`config.mk`:
```
export PLATFORM = sky130hd
export DESIGN_NAME = pcm_to_pwm_mc_flat
export DESIGN_NICKNAME = d
export VERILOG_FILES = /design/src/rtl/pwm_pkg.sv /design/src/rtl/pcm_to_pwm_mc_if.sv /design/src/rtl/pwm_chan.sv /design/src/rtl/pcm_to_pwm_mc.sv /design/src/flat_wrapper.sv
export SDC_FILE = /design/constraint.sdc
export NUM_CORES = 1
export LEC_CHECK = 0
export BUFFER_PORTS_ARGS = -buffer_cell sky130_fd_sc_hd__buf_2
export CAP_MARGIN = 5
export CORE_AREA = 5 5 76 78
export CTS_CLUSTER_SIZE = 24
export DETAILED_ROUTE_END_ITERATION = 12
export DIE_AREA = 0 0 81 83
export GPL_ROUTABILITY_DRIVEN = 0
export HOLD_SLACK_MARGIN = 0.05
export PLACE_DENSITY = 0.85
export SLEW_MARGIN = 20
export SYNTH_ARGS = -nofsm -noshare
export SYNTH_HDL_FRONTEND = slang
export SYNTH_SLANG_ARGS = --single-unit
```
`constraint.sdc`:
```
create_clock -name clk -period 5.5 [get_ports clk]
set_input_delay 0.825 -clock clk [delete_from_list [all_inputs] [get_ports clk]]
set_output_delay 0.825 -clock clk [all_outputs]
set_load 0.05 [all_outputs]
```
`src/rtl/pwm_pkg.sv`:
```
// Shared definitions for the PCM-to-PWM converter: modulation mode encoding and
// the signed-sample to offset-binary duty conversion.
package pwm_pkg;

    localparam logic MODE_EDGE   = 1'b0;
    localparam logic MODE_CENTRE = 1'b1;

    // Keeps the top cw bits of a dw-bit two's-complement sample and flips the
    // sign bit, turning it into an unsigned offset-binary duty.
    function automatic logic [31:0] pcm2duty(input logic [31:0] sample,
                                             input int dw,
                                             input int cw);
        logic [31:0] d;
        d = (sample >> (dw - cw)) & ((32'd1 << cw) - 32'd1);
        d[cw-1] = ~d[cw-1];
        return d;
    endfunction

endpackage

```
`src/rtl/pcm_to_pwm_mc_if.sv`:
```
// Frame input handshake of the PCM-to-PWM converter; channel k lives in
// in_data[k*DW +: DW].
interface pcm_to_pwm_mc_if #(
    parameter int CH = 2,
    parameter int DW = 16
) ();
    logic              in_valid;
    logic              in_ready;
    logic [CH*DW-1:0]  in_data;

    modport master (output in_valid, output in_data, input  in_ready);
    modport slave  (input  in_valid, input  in_data, output in_ready);
endinterface

```
`src/rtl/pwm_chan.sv`:
```
// One PWM channel: active duty register and registered comparator against the
// shared count.
module pwm_chan #(
    parameter int CW = 10
) (
    input  logic          clk,
    input  logic          rst_n,
    input  logic [CW-1:0] cnt_i,
    input  logic          load_i,
    input  logic [CW-1:0] load_val_i,
    output logic          pwm_o
);
    localparam logic [CW-1:0] DUTY_MID = {1'b1, {(CW-1){1'b0}}};

    logic [CW-1:0] a_q;
    logic [CW-1:0] a_d;
    logic          pwm_q;
    logic          pwm_d;

    always_comb begin
        a_d   = load_i ? load_val_i : a_q;
        pwm_d = (cnt_i < a_q);
    end

    always_ff @(posedge clk or negedge rst_n) begin
        if (!rst_n) begin
            a_q   <= DUTY_MID;
            pwm_q <= 1'b0;
        end else begin
            a_q   <= a_d;
            pwm_q <= pwm_d;
        end
    end

    assign pwm_o = pwm_q;
endmodule

```
`src/rtl/pcm_to_pwm_mc.sv`:
```
// Multi-channel PCM-to-PWM converter: shared phase counter, one-frame shadow
// buffer, period boundary control and per-channel comparators.
module pcm_to_pwm_mc
    import pwm_pkg::*;
#(
    parameter int CH = 2,
    parameter int DW = 16,
    parameter int CW = 10
) (
    input  logic             clk,
    input  logic             rst_n,
    input  logic             mode_i,
    pcm_to_pwm_mc_if.slave   pcm,
    output logic [CH-1:0]    pwm_out_o,
    output logic             period_start_o,
    output logic             underrun_o
);
    logic [CW:0]   p_q, p_d;
    logic          mode_act_q, mode_act_d;
    logic          shadow_full_q, shadow_full_d;
    logic [CW-1:0] shadow_q [CH];
    logic          ps_q, ps_d;
    logic          ur_q, ur_d;

    logic [CW-1:0] cnt;
    logic          wrap;
    logic          hs;
    logic          load;
    logic [CW-1:0] in_duty  [CH];
    logic [CW-1:0] load_val [CH];

    always_comb begin
        cnt  = p_q[CW-1:0];
        wrap = &p_q[CW-1:0];
        if (mode_act_q == MODE_CENTRE) begin
            cnt  = p_q[CW] ? ~p_q[CW-1:0] : p_q[CW-1:0];
            wrap = &p_q;
        end
    end

    assign pcm.in_ready = !shadow_full_q;
    assign hs           = pcm.in_valid && !shadow_full_q;
    // A frame arriving exactly on the boundary with an empty shadow goes straight to the channels.
    assign load         = wrap && (shadow_full_q || hs);

    always_comb begin
        p_d           = p_q + 1'b1;
        mode_act_d    = mode_act_q;
        shadow_full_d = shadow_full_q;
        ps_d          = wrap;
        ur_d          = wrap && !shadow_full_q && !hs;
        if (wrap) begin
            p_d           = '0;
            mode_act_d    = mode_i;
            shadow_full_d = 1'b0;
        end else if (hs) begin
            shadow_full_d = 1'b1;
        end
    end

    always_ff @(posedge clk or negedge rst_n) begin
        if (!rst_n) begin
            p_q           <= '0;
            mode_act_q    <= MODE_EDGE;
            shadow_full_q <= 1'b0;
            ps_q          <= 1'b0;
            ur_q          <= 1'b0;
            for (int k = 0; k < CH; k++) shadow_q[k] <= '0;
        end else begin
            p_q           <= p_d;
            mode_act_q    <= mode_act_d;
            shadow_full_q <= shadow_full_d;
            ps_q          <= ps_d;
            ur_q          <= ur_d;
            if (!wrap && hs) begin
                for (int k = 0; k < CH; k++) shadow_q[k] <= in_duty[k];
            end
        end
    end

    for (genvar k = 0; k < CH; k++) begin : g_chan
        assign in_duty[k]  = CW'(pcm2duty(32'(pcm.in_data[k*DW +: DW]), DW, CW));
        assign load_val[k] = shadow_full_q ? shadow_q[k] : in_duty[k];

        pwm_chan #(.CW(CW)) u_chan (
            .clk        (clk),
            .rst_n      (rst_n),
            .cnt_i      (cnt),
            .load_i     (load),
            .load_val_i (load_val[k]),
            .pwm_o      (pwm_out_o[k])
        );
    end

    assign period_start_o = ps_q;
    assign underrun_o     = ur_q;
endmodule

```
`src/flat_wrapper.sv`:
```
// flat-port wrapper written by rule: the top's interface ports become plain ports
module pcm_to_pwm_mc_flat import pwm_pkg::*;
#(
    parameter int CH = 2,
    parameter int DW = 16,
    parameter int CW = 10
)
  (clk, rst_n, mode_i, pwm_out_o, period_start_o, underrun_o, pcm_in_valid, pcm_in_data, pcm_in_ready);
  pcm_to_pwm_mc_if #(.CH(CH), .DW(DW)) pcm_i ();
  input  logic clk;
  input  logic rst_n;
  input  logic mode_i;
  output logic [CH-1:0] pwm_out_o;
  output logic period_start_o;
  output logic underrun_o;
  input wire logic [$bits(pcm_i.in_valid)-1:0] pcm_in_valid;
  input wire logic [$bits(pcm_i.in_data)-1:0] pcm_in_data;
  output wire logic [$bits(pcm_i.in_ready)-1:0] pcm_in_ready;
  assign pcm_i.in_valid = pcm_in_valid;
  assign pcm_i.in_data = pcm_in_data;
  assign pcm_in_ready = pcm_i.in_ready;
  pcm_to_pwm_mc #(.CH(CH), .DW(DW), .CW(CW)) u_core (.clk(clk), .rst_n(rst_n), .mode_i(mode_i), .pcm(pcm_i), .pwm_out_o(pwm_out_o), .period_start_o(period_start_o), .underrun_o(underrun_o));
endmodule
```
==> reports/qor.csv <==
stage,metric,value,unit
floorplanning,Core ar.,5010,um^2
synth,Seq cells post-synth,57,
placed_design,placed cell areas,3147,um^2
timing,Slew @ Worst Pin,0.7081,ns
pwr,pwr dens,271.1,nW/um^2
detailed_routing,drt first pass iters,4,
timing,post-route setup slack,2.956,ns
detailed_routing,routed len/inst,15.25,um
timing,Final setup viols,0,
finish,# diodes,0,
timing,final slew viol count,0,
timing,Final Skew,0.005866,ns
synth,synthesized area,2952,um^2
clocking,hold buffer count at CTS,0,
pwr,Int Pwr,0.7123,mW
global_route,number of global-route vias before repair,1997,
synth,Syn Nets,299,
clocking,Worst-path clk slew,0.06,ns
synth,Area contributors post-synth,"dfrtp_1, mux2i_1, ha_1",
timing,Final Hold Fails,0,
finish,post-route cell area,3354,um^2
synth,Ys Warns,0,
setup_path,CP Max Fanout,15,
timing,relative slew slack,52.79,%
finish,Area Overhead vs Synth,13.65,%
worst_hold_path,Hold Crit Class,reg2reg,
global_route,GR Overflow Total,0,
global_route,gr usage total,17.69,%
synth,area fraction of the dominant cell type after synthesis,46.63,%
setup_path,critical path required time,4.68,ns
floorplanning,Starting Density,58.92,%
clocking,CTS HTree Levels,3,
setup_path,CP startpoint kind,flop,
pwr,sequential power share,49.3,%
timing,RSZ-0062 raised after global routing,false,
synth,top-count cell post-synth,dfrtp_1,
pwr,Clk pwr share,44.5,%
timing,Tcrit/Tclk final,46.26,%
setup_path,"Data arrival, critical path",1.72,ns
synth,Netlist cell types,36,
timing,Max Freq,393.1,MHz
synth,Synth async-reset ratio,100.0,%
pwr,switching share of power,21.66,%
detailed_routing,Vias,1881,
detailed_routing,total wire length,5354,um
detailed_routing,vias per cell,5.359,
finish,post-route non-filler standard cell count,351,
clocking,total CTS buffers,9,
finish,Final nets,331,
global_route,first-pass GRT wire length,9045,um
synth,"Seq/Total Area, Yosys",48.41,%
detailed_routing,Routed Antenna Nets,0,
run,max cap viols,0,
pwr,maximum vdd drop,0.1950,mV
placed_design,DP HPWL,3802,um
timing,Setup TNS,0,ns
clocking,post-CTS setup repair buffer count,0,
setup_path,CP Class,reg2out,
pwr,Psw,0.1970,mW
clocking,TritonCTS clock tree,yes,
pwr,P_leak,1.810,nW
detailed_routing,DRT iter0 DRCs,105,
pwr,Comb power frac,6.1,%
timing,Final Critical Period,2.544,ns
floorplanning,die height,83,um
floorplanning,die area,6723,um^2
clocking,clock tree buffer depth,2,
synth,"Top FF cell, synth",dfrtp_1,
run_status,status,completed,
placed_design,placed instance count,335,
synth,Cells after Synth,244,
clocking,Clock Latency Late Sink,0.33,ns
setup_path,endpoint class of the critical path,output pin,
floorplanning,Placement Rows,26,
placed_design,DP Worst Slack,3.087,ns
synth,number of synthesized flops with an enable pin,0,
global_route,number of antenna violations at the first check in global routing,0,
synth,Yosys top cell by area,dfrtp_1,
synth,syn avg cell area,12.10,um^2
detailed_routing,DRC viols,0,
floorplanning,die extent in x,81,um
placed_design,count of input and output buffers,28,
synth,"top cells by count, synth","dfrtp_1, mux2i_1, inv_1",
clocking,TritonCTS Sinks,57,
global_route,largest net degree at the start of global routing,58,
clocking,post-CTS sizing,0,
finish,layout cells sized above 1,20.28,%
floorplanning,# IOs,41,
clocking,CTS Root Cell,clkbuf_8,
-- metal layers --
layer  up-vias  track usage (%)  part of all wire (%)
met5         -                0                     0
met2        34            27.63                    49
li1        908                -                     -
met1       925            22.33                    45
met3        14            4.004                   3.3
met4         0            9.831                   2.7
-- critical path, cell delays in order, from the launching register on --
cell and delay, ns:
dfrtp_1 0.72, buf_4 0.35, inv_1 0.09, buf_2 0.22
-- per-stage QoR --
| step | hold WS (ns) | power [mW] | utilization [%] |
|---|---|---|---|
| after global routing | 0.5041 | 0.9492 | 66.96 |
| after detailed placement | 0.4805 | 0.5133 | 62.81 |
| after CTS | 0.4928 | 0.9180 | 66.96 |
| final | 0.4900 | 0.9093 | 66.96 |
| after global placement | 0.4674 | 0.5087 | 62.81 |
| after floorplan | 0.4580 | 0.4849 | - |
-- area by class of cell --
class | instances | area (um^2)
Tap cell | 70 | 87.58
Clock inverter | 2 | 35.03
Fill cell | 409 | 1655
Clock buffer | 14 | 172.7
Timing Repair Buffer | 32 | 170.2
Multi-Input combinational cell | 153 | 1374
Sequential cell | 57 | 1429
Inverter | 23 | 86.33
-- registers in the layout, summed over array words and instances (netlist names) --
signal	cells
u_core.g_chan.u_chan.a_q	20
u_core.shadow_q	20
u_core.p_q	11
u_core.g_chan.u_chan.pwm_o	2
u_core.mode_act_q	1
u_core.period_start_o	1
u_core.shadow_full_q	1
u_core.underrun_o	1
-- cell families after synthesis --
logic type | count (synthesis) | synth area share [%]
XOR/XNOR | 17 | 5.045
flip-flops | 57 | 48.41
adder cells (fa/ha/maj) | 19 | 8.054
buffers and inverters | 34 | 5.256
AO/OA/AOI/OAI | 19 | 4.621
AND/OR/NAND/NOR | 40 | 8.012
multiplexers | 58 | 20.60
-- layout by cell type, fill, tap and decap left out, drive strengths merged --
master,n
xnor2,9
nand2,4
a221oi,2
nand3b,1
dfrtp,55
nor2,13
nand4b,2
xor2,8
o22a,1
mux2i,36
ha,19
buf,32
o21a,3
or2,1
mux2,22
and2,1
dfstp,2
o211ai,1
a21o,4
a21oi,6
nand3,3
nor3,2
clkbuf,14
inv,23
and4,1
o21ai,1
bufinv,1
and3,5
clkinv,1
a21bo,1
nand4,7
-- power by group through the flow --
stage	clock [mW]	sequential, mW	combinational [mW]
finish	0.405	0.449	0.0558
global route	0.434	0.451	0.0647
CTS	0.412	0.449	0.0576
detailed placement	0	0.456	0.0569
global placement	0	0.455	0.0541
floorplan	0	0.454	0.0313
-- final timing paths --
check	end	slack (ns)	startpoint	cells after the start
worst max-delay path	pcm_in_ready	2.96	u_core.shadow_full_q	3
worst min-delay path	u_core.g_chan[0].u_chan.a_q[9]	0.49	u_core.g_chan[0].u_chan.a_q[9]	2
worst max register to register	u_core.shadow_q[14]	3.10	u_core.p_q[0]	6
worst min register to register	u_core.g_chan[0].u_chan.a_q[9]	0.49	u_core.g_chan[0].u_chan.a_q[9]	2
max in group asynchronous	u_core.shadow_q[18]	4.41	rst_n	2
min in group asynchronous	u_core.shadow_q[5]	0.62	rst_n	2
Note: power is estimated with default switching activity, not from simulation.
